[src/rtl/riscv_ctrl_fsm.sv]
// Multi-cycle RV32I control sequencer: FETCH -> DECODE -> EXEC -> MEM -> WB.
// Supports the LOAD, OP-IMM, STORE and OP classes, with an optional memory-wait timeout.
module riscv_ctrl_fsm #(
  parameter int CNT_W    = 32,
  parameter int WAIT_MAX = 16
) (
  input  logic             clk_i,
  input  logic             rst_i,
  input  logic [6:0]       op_i,
  input  logic [2:0]       funct3_i,
  input  logic [4:0]       rd_i,
  input  logic             mem_ready_i,
  output logic             mem_req_o,
  output logic             mem_we_o,
  output logic             addr_sel_o,
  output logic             ir_we_o,
  output logic             pc_we_o,
  output logic             alu_src_imm_o,
  output logic             alu_force_add_o,
  output logic             rf_we_o,
  output logic             wb_sel_mem_o,
  output logic             illegal_o,
  output logic             bus_err_o,
  output logic [CNT_W-1:0] instret_o,
  output logic [2:0]       state_o
);

  localparam logic [6:0] OPC_LOAD   = 7'b0000011;
  localparam logic [6:0] OPC_OPIMM  = 7'b0010011;
  localparam logic [6:0] OPC_STORE  = 7'b0100011;
  localparam logic [6:0] OPC_OP     = 7'b0110011;
  localparam int         WW         = (WAIT_MAX > 0) ? $clog2(WAIT_MAX + 1) : 1;
  localparam logic [WW-1:0] WAIT_LIM = WW'(WAIT_MAX);

  typedef enum logic [2:0] {
    S_FETCH  = 3'd0,
    S_DECODE = 3'd1,
    S_EXEC   = 3'd2,
    S_MEM    = 3'd3,
    S_WB     = 3'd4
  } state_e;

  state_e            state_q, state_d;
  logic [6:0]        op_q, op_d;
  logic [WW-1:0]     wait_q, wait_d;
  logic [CNT_W-1:0]  instret_q, instret_d;

  logic req, we, asel, irwe, pcwe, src_imm, force_add, rfwe, wbmem, ill, berr, retire;
  logic timeout;
  logic is_ls;

  // funct3 goes straight to the datapath; sequencing never looks at it.
  logic unused_funct3;
  assign unused_funct3 = ^funct3_i;

  // Memory handshake: a transfer completes in the cycle req=1 and mem_ready_i=1.
  // req holds steady until then, dropping early only on reset or timeout;
  // mem_ready_i while req=0 is ignored.
  assign timeout = (WAIT_MAX > 0) && req && !mem_ready_i && (wait_q == WAIT_LIM);
  assign is_ls   = (op_q == OPC_LOAD) || (op_q == OPC_STORE);

  always_ff @(posedge clk_i) begin
    if (rst_i) begin
      state_q   <= S_FETCH;
      op_q      <= '0;
      wait_q    <= '0;
      instret_q <= '0;
    end else begin
      state_q   <= state_d;
      op_q      <= op_d;
      wait_q    <= wait_d;
      instret_q <= instret_d;
    end
  end

  always_comb begin
    state_d   = state_q;
    op_d      = op_q;
    req       = 1'b0;
    we        = 1'b0;
    asel      = 1'b0;
    irwe      = 1'b0;
    pcwe      = 1'b0;
    src_imm   = 1'b0;
    force_add = 1'b0;
    rfwe      = 1'b0;
    wbmem     = 1'b0;
    ill       = 1'b0;
    berr      = 1'b0;
    retire    = 1'b0;
    case (state_q)
      S_FETCH: begin
        req = 1'b1;
        if (mem_ready_i) begin
          irwe    = 1'b1;
          pcwe    = 1'b1;
          state_d = S_DECODE;
        end else if (timeout) begin
          berr = 1'b1;
        end
      end
      S_DECODE: begin
        op_d = op_i;
        if (op_i == OPC_LOAD || op_i == OPC_OPIMM || op_i == OPC_STORE || op_i == OPC_OP) begin
          state_d = S_EXEC;
        end else begin
          ill     = 1'b1;
          state_d = S_FETCH;
        end
      end
      S_EXEC: begin
        src_imm   = (op_q != OPC_OP);
        force_add = is_ls;
        state_d   = is_ls ? S_MEM : S_WB;
      end
      S_MEM: begin
        req  = 1'b1;
        asel = 1'b1;
        we   = (op_q == OPC_STORE);
        if (mem_ready_i) begin
          if (op_q == OPC_STORE) begin
            retire  = 1'b1;
            state_d = S_FETCH;
          end else begin
            state_d = S_WB;
          end
        end else if (timeout) begin
          berr    = 1'b1;
          state_d = S_FETCH;
        end
      end
      S_WB: begin
        rfwe    = (rd_i != 5'd0);
        wbmem   = (op_q == OPC_LOAD);
        retire  = 1'b1;
        state_d = S_FETCH;
      end
      default: state_d = S_FETCH;
    endcase
  end

  // Only FETCH and MEM request, so the count is already zero on entry to either.
  always_comb begin
    wait_d    = (req && !mem_ready_i && !timeout) ? wait_q + 1'b1 : '0;
    instret_d = retire ? instret_q + 1'b1 : instret_q;
  end

  assign mem_req_o       = req       & ~rst_i;
  assign mem_we_o        = we        & ~rst_i;
  assign addr_sel_o      = asel      & ~rst_i;
  assign ir_we_o         = irwe      & ~rst_i;
  assign pc_we_o         = pcwe      & ~rst_i;
  assign alu_src_imm_o   = src_imm   & ~rst_i;
  assign alu_force_add_o = force_add & ~rst_i;
  assign rf_we_o         = rfwe      & ~rst_i;
  assign wb_sel_mem_o    = wbmem     & ~rst_i;
  assign illegal_o       = ill       & ~rst_i;
  assign bus_err_o       = berr      & ~rst_i;
  assign instret_o       = rst_i ? '0 : instret_q;
  assign state_o         = rst_i ? 3'd0 : state_q;

endmodule

[config.mk]
export PLATFORM = sky130hd
export DESIGN_NAME = riscv_ctrl_fsm
export DESIGN_NICKNAME = d
export VERILOG_FILES = /design/src/rtl/riscv_ctrl_fsm.sv
export SDC_FILE = /design/constraint.sdc
export NUM_CORES = 1
export LEC_CHECK = 0
export BUFFER_PORTS_ARGS = -buffer_cell sky130_fd_sc_hd__buf_2
export CORE_MARGIN = 2
export CORE_UTILIZATION = 55
export CTS_BUF_LIST = sky130_fd_sc_hd__clkbuf_2 sky130_fd_sc_hd__clkbuf_4 sky130_fd_sc_hd__clkbuf_8
export CTS_CLUSTER_SIZE = 12
export DETAILED_ROUTE_END_ITERATION = 10
export PLACE_DENSITY = 0.85
export SYNTH_ARGS = -nofsm -noshare
export SYNTH_HDL_FRONTEND = slang
export SYNTH_SLANG_ARGS = --single-unit
export TNS_END_PERCENT = 1
[constraint.sdc]
create_clock -name clk_i -period 2.5 [get_ports clk_i]
set_clock_uncertainty 0.1 [all_clocks]
set_input_delay 0.125 -clock clk_i [delete_from_list [all_inputs] [get_ports clk_i]]
set_output_delay 0.125 -clock clk_i [all_outputs]
set_load 0.02 [all_outputs]
==> impl_metrics.yaml, run 1 <==
run_status:
  outcome: "completed"
power_and_ir_drop:
  power.leakage_nw: 1.26
  ir_drop_mv: 0.369
  power_density_mw_per_mm2: 421
drt:
  viasPerCell: 5.41
  drc: 0
  route.vias.total: 2272
  drt-pass1-iter-count: 4
  ant_nets: 0
  avgRoutedWirePerCell_um: 12.8
  routed_wl_mm: 5.36
  drt_iter0_markers: 95
layout:
  syn_to_final_growth_pct: 18.9
  final_cell_count_no_fill: 420
  layout-drive-gt1-share_pct: 25.8
  diodes: 0
  utilization_pct: 69.1
  nets: 389
sta:
  rsz0062_at_grt: "false"
  finalHoldViolations: 0
  setup_viol: 0
  finalSetupTns_ps: 0
  maxSlewHeadroom_pct: 66.4
  min_period_ps: 2350
  finalMaxSlewViolations: 0
  finalCritPeriodShare_pct: 94.1
  fmax_ghz: 0.425
  tightest_slew_ps: 491
clocking:
  htree_levels: 2
  post_cts_buffers: 0
  hold_buffers: 4
  cts.sinks: 47
  cts_tree: "done"
  clk_pin_slew_ps: 80
  cts-buffers-inserted: 5
  clock_path_buffers: 2
  cts_root_buf: "clkbuf_8"
  clock_latency_ps: 290
  cts_resized: 0
min_path:
  worstHoldPathType: "in -> reg"
placed_design:
  dp.cells: 409
  portBuffers: 60
  gp_congestion: 0.797
  hpwlAfterDp_mm: 4.04
synth:
  ys_warn_count: 0
  synth_edf_count: 0
  ys_seq_area_share_pct: 36.4
  ys_top_cells_by_area: "dfxtp_1, nor2b_1, xnor2_1, nor2_1, a2111oi_2"
  netlist_instances: 304
  ys_top_cells_by_count: "nor2_1, dfxtp_1, nor2b_1, xnor2_1, nand2_1"
  synth-seq-cells: 47
  synth_area_mm2: 0.00258
  syn_nets: 325
  yosysTopAreaCell: "dfxtp_1"
  async_flop_share_pct: 0
  yosysMostFrequentCell: "nor2_1"
  avgSynthCellArea_um2: 8.49
  synthDistinctLibCells: 38
  synth-main-ff-cell: "dfxtp_1"
  synth.top_cell.area_share_pct: 36.4
floorplan:
  fp.dieW_um: 72.5
  die_height_um: 72.5
  io_pins: 64
  dieArea_mm2: 0.00526
  fp-row-count: 24
  core-area_mm2: 0.00444
  initial_core_util_pct: 58.1
critical_path:
  r2r_start: "op_q[4]"
  end_kind: "flop"
  endpoint: "instret_q[31]"
  cp-startpoint: "op_q[4]"
  worstPathMaxFanout: 10
  worst_setup_path_start_kind: "flop"
  setup.worst_path.class: "reg -> reg"
  cp.arrival_ps: 2430
  critPathRequiredTime_ps: 2580
  reg2reg_to: "instret_q[31]"
  reg2reg_depth: 5
  rrSetupSlack_ps: 150
global_routing:
  grt-ovfl-total: 0
  antenna_found_initial: 0
  grt_pass1_vias: 2053
  grt_pass1_wl_mm: 8.94
  track_usage_pct: 21.1
  grt_max_degree: 47
run:
  max_cap_violations: 0
registers in the layout (all words and copies together) (netlist names):
name,flops
instret_q,32
op_q,7
state_q,3
wait_q,5
cells in the final DEF, fill, tap and decap left out, types with 2 or more instances in the layout:
master         count
buf_2             60
nor2_1            52
dfxtp_1           47
nor2b_1           33
xnor2_1           23
nand2_1           22
nand3_1           14
buf_4             11
a211oi_1          10
and3_1             9
nand4_1            8
mux2_2             8
mux2i_1            8
inv_1              7
a21oi_1            6
a2111oi_2          6
clkbuf_8           6
and4_1             4
dlygate4sd3_1      4
xor2_1             3
nor4_1             3
ha_1               3
nor3_1             2
nor3b_1            2
and2_1             2
mux2_1             2
area by class of cell:
type / instances / area (um2)
multi-input combinational: 232 / 1530
timing repair buffer: 75 / 423
sequential: 47 / 941
clock buffer: 6 / 82.6
fill: 383 / 1370
clock inverter: 1 / 5.00
inverter: 7 / 26.3
tap: 52 / 65.1
worst max-delay path, stage by stage, from the launching register on:
cell	delay, ps
dfxtp_1	330
or2_4	270
or4_4	610
a2111oi_4	450
nand4_1	160
mux2_1	320
power by group:
group           total, W  leakage [nW]  internal (W)  switching, W
clock           0.000442        0.0470      0.000217      0.000225
combinational  0.0000902         0.830     0.0000371     0.0000532
sequential      0.000762         0.380      0.000756    0.00000599
total            0.00129          1.26       0.00101      0.000284
stage by stage:
stage	power [W]	worst slack (ps)	hold WS, ps	instance area [um2]
floorplan	0.000835	278	172	2580
global placement	0.000861	192	258	2940
detailed placement	0.000865	174	272	2940
CTS	0.00131	148	4.03	3070
global route	0.00136	53.9	5.43	3070
finish	0.00129	148	4.30	3070
layer usage:
layer / vias up / track usage (%) / wire, um
met2: 35 / 36.1 / 2640
met3: 4 / 4.17 / 170
met4: 0 / 5.97 / 42
li1: 1174 / - / -
met5: - / 0 / 0
met1: 1059 / 27.1 / 2510
cell families after synthesis:
kind of cell	count (synthesis)	synth area share, %
AOI/OAI and AO/OA	28	10.1
adders and majority gates	3	1.45
muxes	18	7.46
buffers and inverters	25	4.36
xor gates and xnor gates	26	8.82
DFF	47	36.4
and+or+nand+nor	157	31.3
worst min path at each step:
| stage | startpoint | endpoint | slack (ps) | cells past startpoint |
|---|---|---|---|---|
| 4_1_cts | op_i[0] | op_q[0] | 4 | 3 |
| 2_1_floorplan | op_i[3] | op_q[3] | 170 | 2 |
| 3_5_place_dp | op_i[4] | op_q[4] | 270 | 3 |
| 6_report | op_i[0] | op_q[0] | 4 | 3 |
| 5_1_grt | op_i[1] | op_q[1] | 5 | 3 |
| 3_3_place_gp | op_i[5] | op_q[5] | 260 | 3 |
No activity file was read; power rests on OpenSTA's default activity.
==> run 2, diff against run 1 <==
--- a/config.mk
+++ b/config.mk
@@ -5,9 +5,10 @@
 export SDC_FILE = /design/constraint.sdc
 export NUM_CORES = 1
 export LEC_CHECK = 0
+export ABC_AREA = 1
 export BUFFER_PORTS_ARGS = -buffer_cell sky130_fd_sc_hd__buf_2
 export CORE_MARGIN = 2
-export CORE_UTILIZATION = 55
+export CORE_UTILIZATION = 56
 export CTS_BUF_LIST = sky130_fd_sc_hd__clkbuf_2 sky130_fd_sc_hd__clkbuf_4 sky130_fd_sc_hd__clkbuf_8
 export CTS_CLUSTER_SIZE = 12
 export DETAILED_ROUTE_END_ITERATION = 10
==> impl_metrics.yaml, run 2 <==
power_and_ir_drop:
  power_density_mw_per_mm2: 407
  power.leakage_nw: 1.49
  ir_drop_mv: 0.324
min_path:
  worstHoldPathType: "in -> reg"
  worstHoldStart: "op_i[5]"
sta:
  finalCritPeriodShare_pct: 77.4
  finalHoldViolations: 0
  setup_viol: 0
  whs_ps: 24.1
  finalMaxSlewViolations: 0
  fmax_ghz: 0.517
  finalSetupTns_ps: 0
  tightest_slew_ps: 961
  min_period_ps: 1930
  maxSlewHeadroom_pct: 35.9
  rsz0062_at_grt: "false"
synth:
  yosysMostFrequentCell: "nor2_1"
  synth-seq-cells: 47
  ys_top_cells_by_area: "dfxtp_1, nor2_1, nand2_1, inv_1, nand3_1"
  synth-main-ff-cell: "dfxtp_1"
  syn_nets: 503
  netlist_instances: 482
  ys_top_cells_by_count: "nor2_1, nand2_1, inv_1, dfxtp_1, nand3_1"
  ys_seq_area_share_pct: 33.0
  synthDistinctLibCells: 27
  synth.top_cell.area_share_pct: 33.0
  async_flop_share_pct: 0
  synth_area_mm2: 0.00285
  avgSynthCellArea_um2: 5.91
  ys_warn_count: 0
  synth_edf_count: 0
  yosysTopAreaCell: "dfxtp_1"
critical_path:
  cp-startpoint: "op_q[4]"
  slowest_delay_ps: 330
  rrSetupSlack_ps: 570
  crit_chain: "nor2_1 -> nand2_1 -> nor2_1 -> nand2_2 -> nand2_2 -> buf_12 -> nand2_1 -> nand2_1 -> nand2_1 -> nor2_1"
  end_kind: "flop"
  worstPathMaxFanout: 43
  worst_setup_path_start_kind: "flop"
  setup.worst_path.class: "reg -> reg"
  crit_top_cell: "nand2_1"
  reg2reg_depth: 10
  endpoint: "instret_q[12]"
  cpMaxStageDelayCell: "dfxtp_1"
  r2r_start: "op_q[4]"
  reg2reg_to: "instret_q[12]"
  critPathRequiredTime_ps: 2640
  cp.arrival_ps: 2070
drt:
  viasPerCell: 5.03
  routed_wl_mm: 6.54
  drt_iter0_markers: 251
  route.vias.total: 3065
  ant_nets: 0
  avgRoutedWirePerCell_um: 10.7
  drc: 0
  drt-pass1-iter-count: 5
layout:
  layout-drive-gt1-share_pct: 15.3
  n_fill_cell: 451
  diodes: 0
  syn_to_final_growth_pct: 16.2
  layout_common_cells: "nor2_1, nand2_1, inv_1"
  utilization_pct: 68.8
  reg_top3: "instret_q x32, op_q x7, wait_q x5"
  regMostFlops: "instret_q"
  largest_reg_flops: 32
  nets: 563
  final_cell_count_no_fill: 609
  final_common_cell: "nor2_1"
global_routing:
  grt_pass1_wl_mm: 10.9
  antenna_found_initial: 0
  grt-ovfl-total: 0
  track_usage_pct: 24.5
  grt_max_degree: 44
  grt_pass1_vias: 2629
clocking:
  post_cts_buffers: 0
  cts.sinks: 47
  htree_levels: 2
  cts_resized: 0
  clock_path_buffers: 2
  clock_latency_ps: 300
  cts_root_buf: "clkbuf_8"
  clk_pin_slew_ps: 90
  hold_buffers: 5
  cts_tree: "done"
  cts-buffers-inserted: 5
floorplan:
  dieArea_mm2: 0.00568
  core-area_mm2: 0.00482
  die_height_um: 75.3
  fp-row-count: 25
  fp.dieW_um: 75.3
  io_pins: 64
  initial_core_util_pct: 59.2
placed_design:
  gp_congestion: 0.901
  dp.cells: 597
  hpwlAfterDp_mm: 4.62
  portBuffers: 60
run_status:
  outcome: "completed"
run:
  max_cap_violations: 0
[run 2: changes by cell type after synthesis, sizes merged, moves of 16 or more]
cell	delta
xnor2	-23
nor2b	-33
nand3	+22
nand2	+89
nor2	+77
inv	+65
a21oi	+16
[run 2: worst min path at each step]
stage	to	cells after the start
after floorplan	op_q[4]	2
after global placement	op_q[4]	3
after detailed placement	op_q[2]	3
after CTS	op_q[5]	3
after global routing	op_q[5]	3
final	op_q[5]	3
[run 2: area by class of cell]
cell class	instances	area, um2	share of cell area [%]
multi-input combinational	348	1540	46.6
tap	67	83.8	2.53
timing repair buffer	68	385	11.6
clock inverter	1	5.00	0.151
clock buffer	6	82.6	2.49
inverter	72	270	8.16
sequential	47	941	28.4
[run 2: cell families (layout without fill, tap and decap cells)]
| kind of cell | after synthesis | count (layout) | share of synthesized area (%) |
|---|---|---|---|
| simple gates | 303 | 303 | 44.6 |
| buf+inv | 87 | 147 | 12.8 |
| flops | 47 | 47 | 33.0 |
| compound gates | 38 | 38 | 6.98 |
| xor+xnor | 4 | 4 | 1.23 |
| fa+ha+maj | 3 | 3 | 1.32 |
[run 2: metrics by stage]
stage | total power, W | worst slack (ps) | instance area, um2
2_1_floorplan | 0.000856 | 771 | 2850
3_3_place_gp | 0.000886 | 687 | 3170
3_5_place_dp | 0.000889 | 622 | 3170
4_1_cts | 0.00136 | 590 | 3310
5_1_grt | 0.00140 | 421 | 3310
6_report | 0.00135 | 566 | 3310
[run 2: where the power goes]
group	leakage (nW)	total [W]	internal [W]	switching, W
combinational	1.06	0.000110	0.0000389	0.0000710
sequential	0.380	0.000770	0.000761	0.00000847
clock	0.0470	0.000469	0.000218	0.000252
[run 2: routing by layer]
layer  vias up  share of wire [%]  track usage, %
met3         6                5.8            4.63
met2        90                 48            43.9
met5         -                  0               0
met1      1354                 45            30.3
li1       1615                  -               -
met4         0                1.0            6.24
[run 2: critical path: cells and delay by family, from the launching register on]
kind,cells,cell delay [ps]
buffers and inverters,1,250
DFF,1,330
and+or+nand+nor,9,1170
